## src/rtl/coin_change_dispenser.sv

```systemverilog
// Change payout: returns an amount greedily in 5/2/1 Rs coins over a req/ack hopper handshake.
// Define CHANGE_TIMEOUT_EN to add a hopper ack timeout that parks the block in a sticky FAULT state.
module coin_change_dispenser #(
  parameter int AMT_W       = 5,
  parameter int STOCK_W     = 6,
  parameter int INIT_STOCK  = 10,
  parameter int ACK_TIMEOUT = 255
) (
  input  logic             clk,
  input  logic             rst,
  input  logic             change_valid,
  input  logic [AMT_W-1:0] change_amount,
  output logic             busy,
  output logic             coin_req,
  output logic [1:0]       coin_sel,
  input  logic             hopper_ack,
  input  logic             refill,
  input  logic [1:0]       refill_sel,
  output logic             done,
  output logic             short,
  output logic [AMT_W-1:0] remaining,
  output logic             fault
);

  localparam logic [1:0] SEL_NONE = 2'b00;
  localparam logic [1:0] SEL_1    = 2'b01;
  localparam logic [1:0] SEL_2    = 2'b10;
  localparam logic [1:0] SEL_5    = 2'b11;
  localparam logic [STOCK_W-1:0] STOCK_MAX = '1;

  typedef enum logic [2:0] {
    S_IDLE,
    S_SELECT,
    S_REQ,
    S_DONE
`ifdef CHANGE_TIMEOUT_EN
    , S_FAULT
`endif
  } state_e;

  state_e             state_q, state_d;
  logic               busy_q, busy_d;
  logic               done_q, done_d;
  logic               coin_req_q, coin_req_d;
  logic [1:0]         coin_sel_q, coin_sel_d;
  logic               short_q, short_d;
  logic [AMT_W-1:0]   remaining_q, remaining_d;
  logic               settle_q, settle_d;
  logic [STOCK_W-1:0] stock_q [1:3];
  logic [STOCK_W-1:0] stock_d [1:3];
  logic [1:0]         pick;
  logic               ack_take;

  function automatic logic [AMT_W-1:0] coin_value(input logic [1:0] sel);
    case (sel)
      SEL_1:   coin_value = AMT_W'(1);
      SEL_2:   coin_value = AMT_W'(2);
      SEL_5:   coin_value = AMT_W'(5);
      default: coin_value = '0;
    endcase
  endfunction

  // Largest coin that fits the amount owed and is still in the hopper.
  always_comb begin
    pick = SEL_NONE;
    if (remaining_q >= AMT_W'(5) && stock_q[3] != '0)      pick = SEL_5;
    else if (remaining_q >= AMT_W'(2) && stock_q[2] != '0) pick = SEL_2;
    else if (remaining_q != '0 && stock_q[1] != '0)        pick = SEL_1;
  end

  // settle_q marks the cycle after an ack: the coin is retired but the hopper gets one idle cycle.
  assign ack_take = (state_q == S_REQ) && !settle_q && hopper_ack;

`ifdef CHANGE_TIMEOUT_EN
  localparam int WAIT_W = $clog2(ACK_TIMEOUT + 1);
  logic [WAIT_W-1:0] wait_cnt_q, wait_cnt_d;
  logic              fault_q, fault_d;
  logic              timeout;

  assign timeout = (state_q == S_REQ) && !settle_q && !hopper_ack &&
                   (wait_cnt_q == WAIT_W'(ACK_TIMEOUT - 1));
`endif

  // NOTE: every combinational output gets a default first so no path leaves it unassigned (no latch).
  always_comb begin
    state_d = state_q;
    unique case (state_q)
      S_IDLE:   if (change_valid) state_d = (change_amount != '0) ? S_SELECT : S_DONE;
      S_SELECT: state_d = (pick != SEL_NONE) ? S_REQ : S_DONE;
      S_REQ: begin
        if (settle_q) state_d = S_SELECT;
`ifdef CHANGE_TIMEOUT_EN
        else if (timeout) state_d = S_FAULT;
`endif
      end
      S_DONE:   state_d = S_IDLE;
`ifdef CHANGE_TIMEOUT_EN
      S_FAULT:  state_d = S_FAULT;
`endif
      default:  state_d = S_IDLE;
    endcase
  end

  always_comb begin
    busy_d      = (state_d != S_IDLE);
    done_d      = (state_d == S_DONE);
    coin_req_d  = (state_d == S_REQ) && !ack_take;
    coin_sel_d  = SEL_NONE;
    if (state_q == S_SELECT) coin_sel_d = pick;
    else if (coin_req_d)     coin_sel_d = coin_sel_q;
    short_d     = short_q;
    remaining_d = remaining_q;
    settle_d    = ack_take;
    if (state_q == S_IDLE && change_valid) begin
      short_d     = 1'b0;
      remaining_d = change_amount;
    end
    if (state_q == S_SELECT && pick == SEL_NONE && remaining_q != '0) short_d = 1'b1;
    if (ack_take) remaining_d = remaining_q - coin_value(coin_sel_q);
    // A refill landing on the same denomination as an ack cancels out.
    for (int k = 1; k <= 3; k++) begin
      stock_d[k] = stock_q[k];
      if (ack_take && coin_sel_q == 2'(k)) begin
        if (!(refill && refill_sel == 2'(k))) stock_d[k] = stock_q[k] - 1'b1;
      end else if (refill && refill_sel == 2'(k) && stock_q[k] != STOCK_MAX) begin
        stock_d[k] = stock_q[k] + 1'b1;
      end
    end
`ifdef CHANGE_TIMEOUT_EN
    wait_cnt_d = (state_q == S_REQ && state_d == S_REQ) ? wait_cnt_q + 1'b1 : '0;
    fault_d    = (state_d == S_FAULT);
`endif
  end

  // NOTE: sequential state uses non-blocking assignments so every register samples pre-edge values.
  always_ff @(posedge clk or posedge rst) begin
    if (rst) begin
      state_q     <= S_IDLE;
      busy_q      <= 1'b0;
      done_q      <= 1'b0;
      coin_req_q  <= 1'b0;
      coin_sel_q  <= SEL_NONE;
      short_q     <= 1'b0;
      remaining_q <= '0;
      settle_q    <= 1'b0;
      // NOTE: the stock array is three flop counters, not a RAM, so resetting it is legal and wanted.
      for (int k = 1; k <= 3; k++) stock_q[k] <= STOCK_W'(INIT_STOCK);
`ifdef CHANGE_TIMEOUT_EN
      wait_cnt_q  <= '0;
      fault_q     <= 1'b0;
`endif
    end else begin
      state_q     <= state_d;
      busy_q      <= busy_d;
      done_q      <= done_d;
      coin_req_q  <= coin_req_d;
      coin_sel_q  <= coin_sel_d;
      short_q     <= short_d;
      remaining_q <= remaining_d;
      settle_q    <= settle_d;
      for (int k = 1; k <= 3; k++) stock_q[k] <= stock_d[k];
`ifdef CHANGE_TIMEOUT_EN
      wait_cnt_q  <= wait_cnt_d;
      fault_q     <= fault_d;
`endif
    end
  end

  assign busy      = busy_q;
  assign done      = done_q;
  assign coin_req  = coin_req_q;
  assign coin_sel  = coin_sel_q;
  assign short     = short_q;
  assign remaining = remaining_q;
`ifdef CHANGE_TIMEOUT_EN
  assign fault     = fault_q;
`else
  assign fault     = 1'b0;
`endif

endmodule
```

## config.mk

```make
export PLATFORM = sky130hd
export DESIGN_NAME = coin_change_dispenser
export DESIGN_NICKNAME = d
export VERILOG_FILES = /design/src/rtl/coin_change_dispenser.sv
export SDC_FILE = /design/constraint.sdc
export NUM_CORES = 1
export LEC_CHECK = 0
export ABC_CLOCK_PERIOD_IN_PS = 3270
export CORE_UTILIZATION = 25
export DETAILED_ROUTE_END_ITERATION = 8
export SYNTH_ARGS = -nofsm -noshare
export SYNTH_HDL_FRONTEND = slang
export SYNTH_SLANG_ARGS = --single-unit
```

## constraint.sdc

```tcl
create_clock -name clk -period 3.27 [get_ports clk]
set_input_delay 0.4905 -clock clk [delete_from_list [all_inputs] [get_ports clk]]
set_output_delay 0.4905 -clock clk [all_outputs]
set_load 0.01 [all_outputs]
```

-- Word level (Yosys, flattened, before mapping)
Cells that the tools add are included.
W data, S select, Z words.
- register bits: 33
- output and inout port bits: 12
- logic and storage cells: 99
- mux-type cells: 25
- add/sub/neg operators: 7
- reduce and logical (&&, ||, !) cells: 37
- magnitude comparators: 2
- equal/unequal tests: 17
- operators by type and width (operator ; count):
    $mux W6 ; 9
    $add A6 B1 Y6 const B ; 3
    $logic_and A1 B1 Y1 ; 18
    $ne A6 B6 Y1 const B ; 3
    $pmux W3 S3 ; 2
    $reduce_bool A6 Y1 ; 3
    $sub A6 B1 Y6 const B ; 3
    $mux W5 ; 3
    $reduce_bool A2 Y1 ; 6
    $mux W2 ; 5
    $reduce_bool A5 Y1 ; 2
    $eq A3 B2 Y1 const B ; 3
    $eq A2 B2 Y1 const B ; 4
    $mux W3 ; 2
    $ne A2 B2 Y1 const B ; 3
    $reduce_and A2 Y1 ; 3
    $ge A5 B2 Y1 const B ; 1
    $ge A5 B3 Y1 const B ; 1
    $sub A5 B5 Y5 ; 1
    $eq A2 B1 Y1 const B ; 2
    $mux W1 ; 4
    $eq A3 B1 Y1 const B ; 1
    $logic_not A3 Y1 ; 1
    $reduce_bool A3 Y1 ; 1
    other kinds (3) ; 4

-- Longest topological paths before layout
- depth after elaboration: 12
- mapped depth: 10
- gate-level depth less buffers: 10

-- Least setup slack after synthesis
Ideal clock, no wire load.
- kind: input to register
- from: in hopper_ack
- to: reg stock_q[17] (netlist name)
- stages on the path: 10
- data required time: 3151 ps
- setup time: 119 ps
- path slack: 711 ps
- arrival: 2440 ps
- path through: and3b_1 -> buf_6 -> nand4b_2 -> inv_1 -> ha_1 -> a21oi_1 -> o21bai_1 -> a211o_1 -> a311o_2 -> o21a_1
- cells in the longest elaborated chain, start to end: 4
- elaborated cells between the ends (all ways): 6
- classes of those cells: eq/ne: 1; mux: 1; reduce/logical: 4
- RTL lines (what ; RTL line ; RTL):
    start: declaration ; 16 ; input logic hopper_ack,
    $logic_and A1 B1 Y1 (*) ; 72 ; assign ack_take = (state_q == S_REQ) && !settle_q && hopper_ack;
    $logic_and A1 B1 Y1 (*) ; 123 ; if (ack_take && coin_sel_q == 2'(k)) begin
    $ne A2 B2 Y1 (no line) or $reduce_bool A2 Y1 (tied branches) ; - ;
    $reduce_and A2 Y1 (no line) ; - ;
    end: declaration ; 49 ; logic [STOCK_W-1:0] stock_q [1:3];
Every way passes the cells marked *; elsewhere a longest branch is shown, timed or not.
A chain may end at the register's enable or synchronous reset.

-- Worst setup path after layout
- from: in hopper_ack
- to: reg stock_q[5] (netlist name)
Same word-level chain as after synthesis.

==> flow_metrics.py <==
metrics = {
    "sta": {
        "relSlewSlack_pct": 61.6,
        "tightestPinTransition_ns": 0.571,
        "fmaxAchievable_ghz": 0.379,
        "hold_violations": 0,
        "hold_ws_ns": 0.515,
        "drv_slew": 0,
        "skew_ns": 0.00589,
        "min_period_ns": 2.64,
        "rsz0062_at_grt": "false",
        "tns_ns": 0,
        "setup_viol": 0,
        "fin_crit_sh_pct": 80.7,
    },
    "flow_run": {
        "cap_violations": 0,
    },
    "worst_setup_path": {
        "critical-path-max-stage-delay_ns": 0.45,
        "worstPathArrival_ns": 2.81,
        "required_ns": 3.45,
        "worstSetupPathType": "in2reg",
        "reg2reg_depth": 9,
        "r2r_end": "stock_q[17]",
        "critPathLaunch": "hopper_ack",
        "path_max_fanout": 6,
        "r2r-start": "state_q[2]",
        "path_cells": "clkdlybuf4s50_1, and3b_1, buf_4, nand4_4, inv_1, ha_1, a21oi_1, nand4b_1, a311oi_1, a22oi_1, o21ba_2",
        "slowest_stage": "clkdlybuf4s50_1",
        "start_kind": "primary input",
        "end_kind": "register",
        "r2r_slack_ns": 0.83,
    },
    "clocking": {
        "htree_num_levels": 2,
        "clk_latency_ns": 0.28,
        "cts-resized-gates": 0,
        "cts_setup_buffers": 0,
        "holdBufCountCts": 0,
        "cts_tree": "built",
        "cts_made_buffers": 5,
        "cts_root_buf": "clkbuf_8",
        "clk_pin_slew_ns": 0.07,
        "clock-sinks": 33,
        "clockBufferDepth": 2,
    },
    "drt": {
        "wl_met1_um": 2500,
        "drtIter0Drc": 72,
        "first_pass_iters": 4,
        "top_layer_used": "met4",
        "wl_per_cell_um": 13.1,
        "totalWireLength_um": 5050,
        "wl_met3_um": 118,
        "vias": 1844,
        "vias_per_cell": 4.80,
        "route.detailed.drc": 0,
        "ant_nets": 0,
        "met2_length_um": 2360,
    },
    "logic_synthesis": {
        "synth-main-ff-cell": "dfrtp_1",
        "ys_async_sr_fraction_pct": 100,
        "ys_ff_latch": 33,
        "synth_cells": 243,
        "synthTopCellsByArea": "dfrtp_1 29%, ha_1 8.0%, dfstp_2 6.7%, xnor2_1 3.7%, fa_1 3.4%",
        "yosys_warnings": 0,
        "synth_top_area_cell": "dfrtp_1",
        "yosysSeqAreaShare_pct": 35.4,
        "yosysUniqueCellTypes": 64,
        "synth-edff-count": 0,
        "netlist.area_leader.share_pct": 28.7,
        "syn_avg_cell_area_um2": 9.69,
        "syn_area_mm2": 0.00235,
    },
    "power": {
        "p_int_w": 0.00110,
        "power_per_cell_area_mw_per_mm2": 637,
        "pwr-share-clk_pct": 17.9,
        "power.share.sequential_pct": 41.1,
        "sw_frac_of_total_pct": 38.2,
        "p_leak_nw": 1.26,
        "p_sw_w": 0.000682,
        "p_comb_share_pct": 41.1,
        "peakVddDrop_uv": 233,
    },
    "placed_design": {
        "place_hpwl_um": 3910,
        "portBuffers": 22,
        "place.gp.congestion": 0.849,
    },
    "floorplan": {
        "die_w_um": 99.0,
        "rows": 35,
        "io_pins": 24,
        "dieArea_mm2": 0.00981,
        "core_mm2": 0.00920,
        "die_h_um": 99.0,
        "initial_core_util_pct": 25.6,
    },
    "final_layout": {
        "final_layout_size_suffix_gt1_share_pct": 13.6,
        "nFillCells": 980,
        "finalNetCount": 303,
        "diodes": 0,
        "syn_to_final_growth_pct": 18.9,
    },
    "global_routing": {
        "grt_overflow_total": 0,
        "grt_usage_pct": 11.0,
        "grt_pass1_vias": 1804,
        "antenna_found_initial": 0,
        "grt_max_degree": 34,
        "grt_first_pass_wirelength_um": 8620,
    },
    "hold_path": {
        "min_path_cells": 2,
        "worstHoldEndpoint": "stock_q[15]",
        "min-delay-start": "stock_q[15]",
        "hp-class": "reg2reg",
    },
    "run_status": {
        "status": "complete, no violations",
    },
}
-- worst max path at each step --
stage	to	cells past startpoint
after floorplan	stock_q[17]	10
after global placement	stock_q[5]	11
after detailed placement	stock_q[5]	11
after CTS	stock_q[5]	11
after global routing	stock_q[5]	11
final	stock_q[5]	11
-- power by group through the flow --
stage	logic (W)	registers, W	clock network [W]
after floorplan	0.000551	0.000697	0
after global routing	0.000836	0.000753	0.000344
after detailed placement	0.000738	0.000737	0
final	0.000732	0.000733	0.000319
after CTS	0.000743	0.000731	0.000326
after global placement	0.000714	0.000735	0
-- synth_stat cells, drive strengths merged (6+ instances only) --
cell type	number
dfrtp	27
inv	22
nand2	22
a21oi	16
ha	15
nor2	15
o21ai	13
xnor2	10
nand3	9
dfstp	6
nor4	6
-- stage by stage --
step           worst slack (ns)  instances  power (W)  util (%)  area (um2)
3_3_place_gp              0.396        376    0.00145      29.5        2710
4_1_cts                   0.634        384    0.00180      30.4        2800
6_report                  0.631        384    0.00178      30.4        2800
2_1_floorplan             0.711        244    0.00125         -        2360
3_5_place_dp              0.334        376    0.00147      29.5        2710
5_1_grt                   0.444        384    0.00193      30.4        2800
-- layout by cell type (no fill, tap or decap), types with 5 or more instances in the layout --
master | Yosys | layout
a21oi_1 | 15 | 15
clkdlybuf4s50_1 | 0 | 22
dfrtp_1 | 27 | 27
dfstp_2 | 6 | 6
nor4_1 | 5 | 5
nor2_1 | 14 | 14
inv_1 | 20 | 20
nand3_1 | 8 | 8
ha_1 | 15 | 15
clkbuf_8 | 0 | 6
xnor2_1 | 10 | 10
a21o_1 | 5 | 5
nand2_1 | 21 | 21
o21ai_0 | 13 | 13
-- sequential cells by signal, indices dropped and copies added (netlist names) --
signal	flops
settle_q	1
coin_req	1
remaining	5
short	1
done	1
busy	1
stock_q	18
state_q	3
coin_sel	2
-- layout make-up --
type	count	area [um2]	area share [%]
Clock buffer	8	90.1	3.22
Inverter	22	85.1	3.04
Multi-Input combinational cell	184	1400	50.1
Sequential cell	33	833	29.8
Tap cell	111	139	4.96
Timing Repair Buffer	26	250	8.94
-- metal layers --
layer / global-route usage, % / up-vias
met5: 0 / -
met4: 4.02 / 0
met3: 2.13 / 7
met2: 18.1 / 24
met1: 14.3 / 890
li1: - / 923
-- cells by family after synthesis --
kind of cell	share of synthesized area [%]
mux	5.58
simple gates	21.2
buf+inv	5.21
xor+xnor	5.21
fa+ha+maj	11.4
flops	35.4
other cells	0.159
compound gates	15.9
-- worst max-delay path: cells and delay by family --
kind,cells,cell delay (ns)
buffers and inverters,3,0.82
AO/OA/AOI/OAI,4,0.77
AND/OR/NAND/NOR,3,0.56
adder cells (fa/ha/maj),1,0.15
Power figures use the tool's default switching activity.
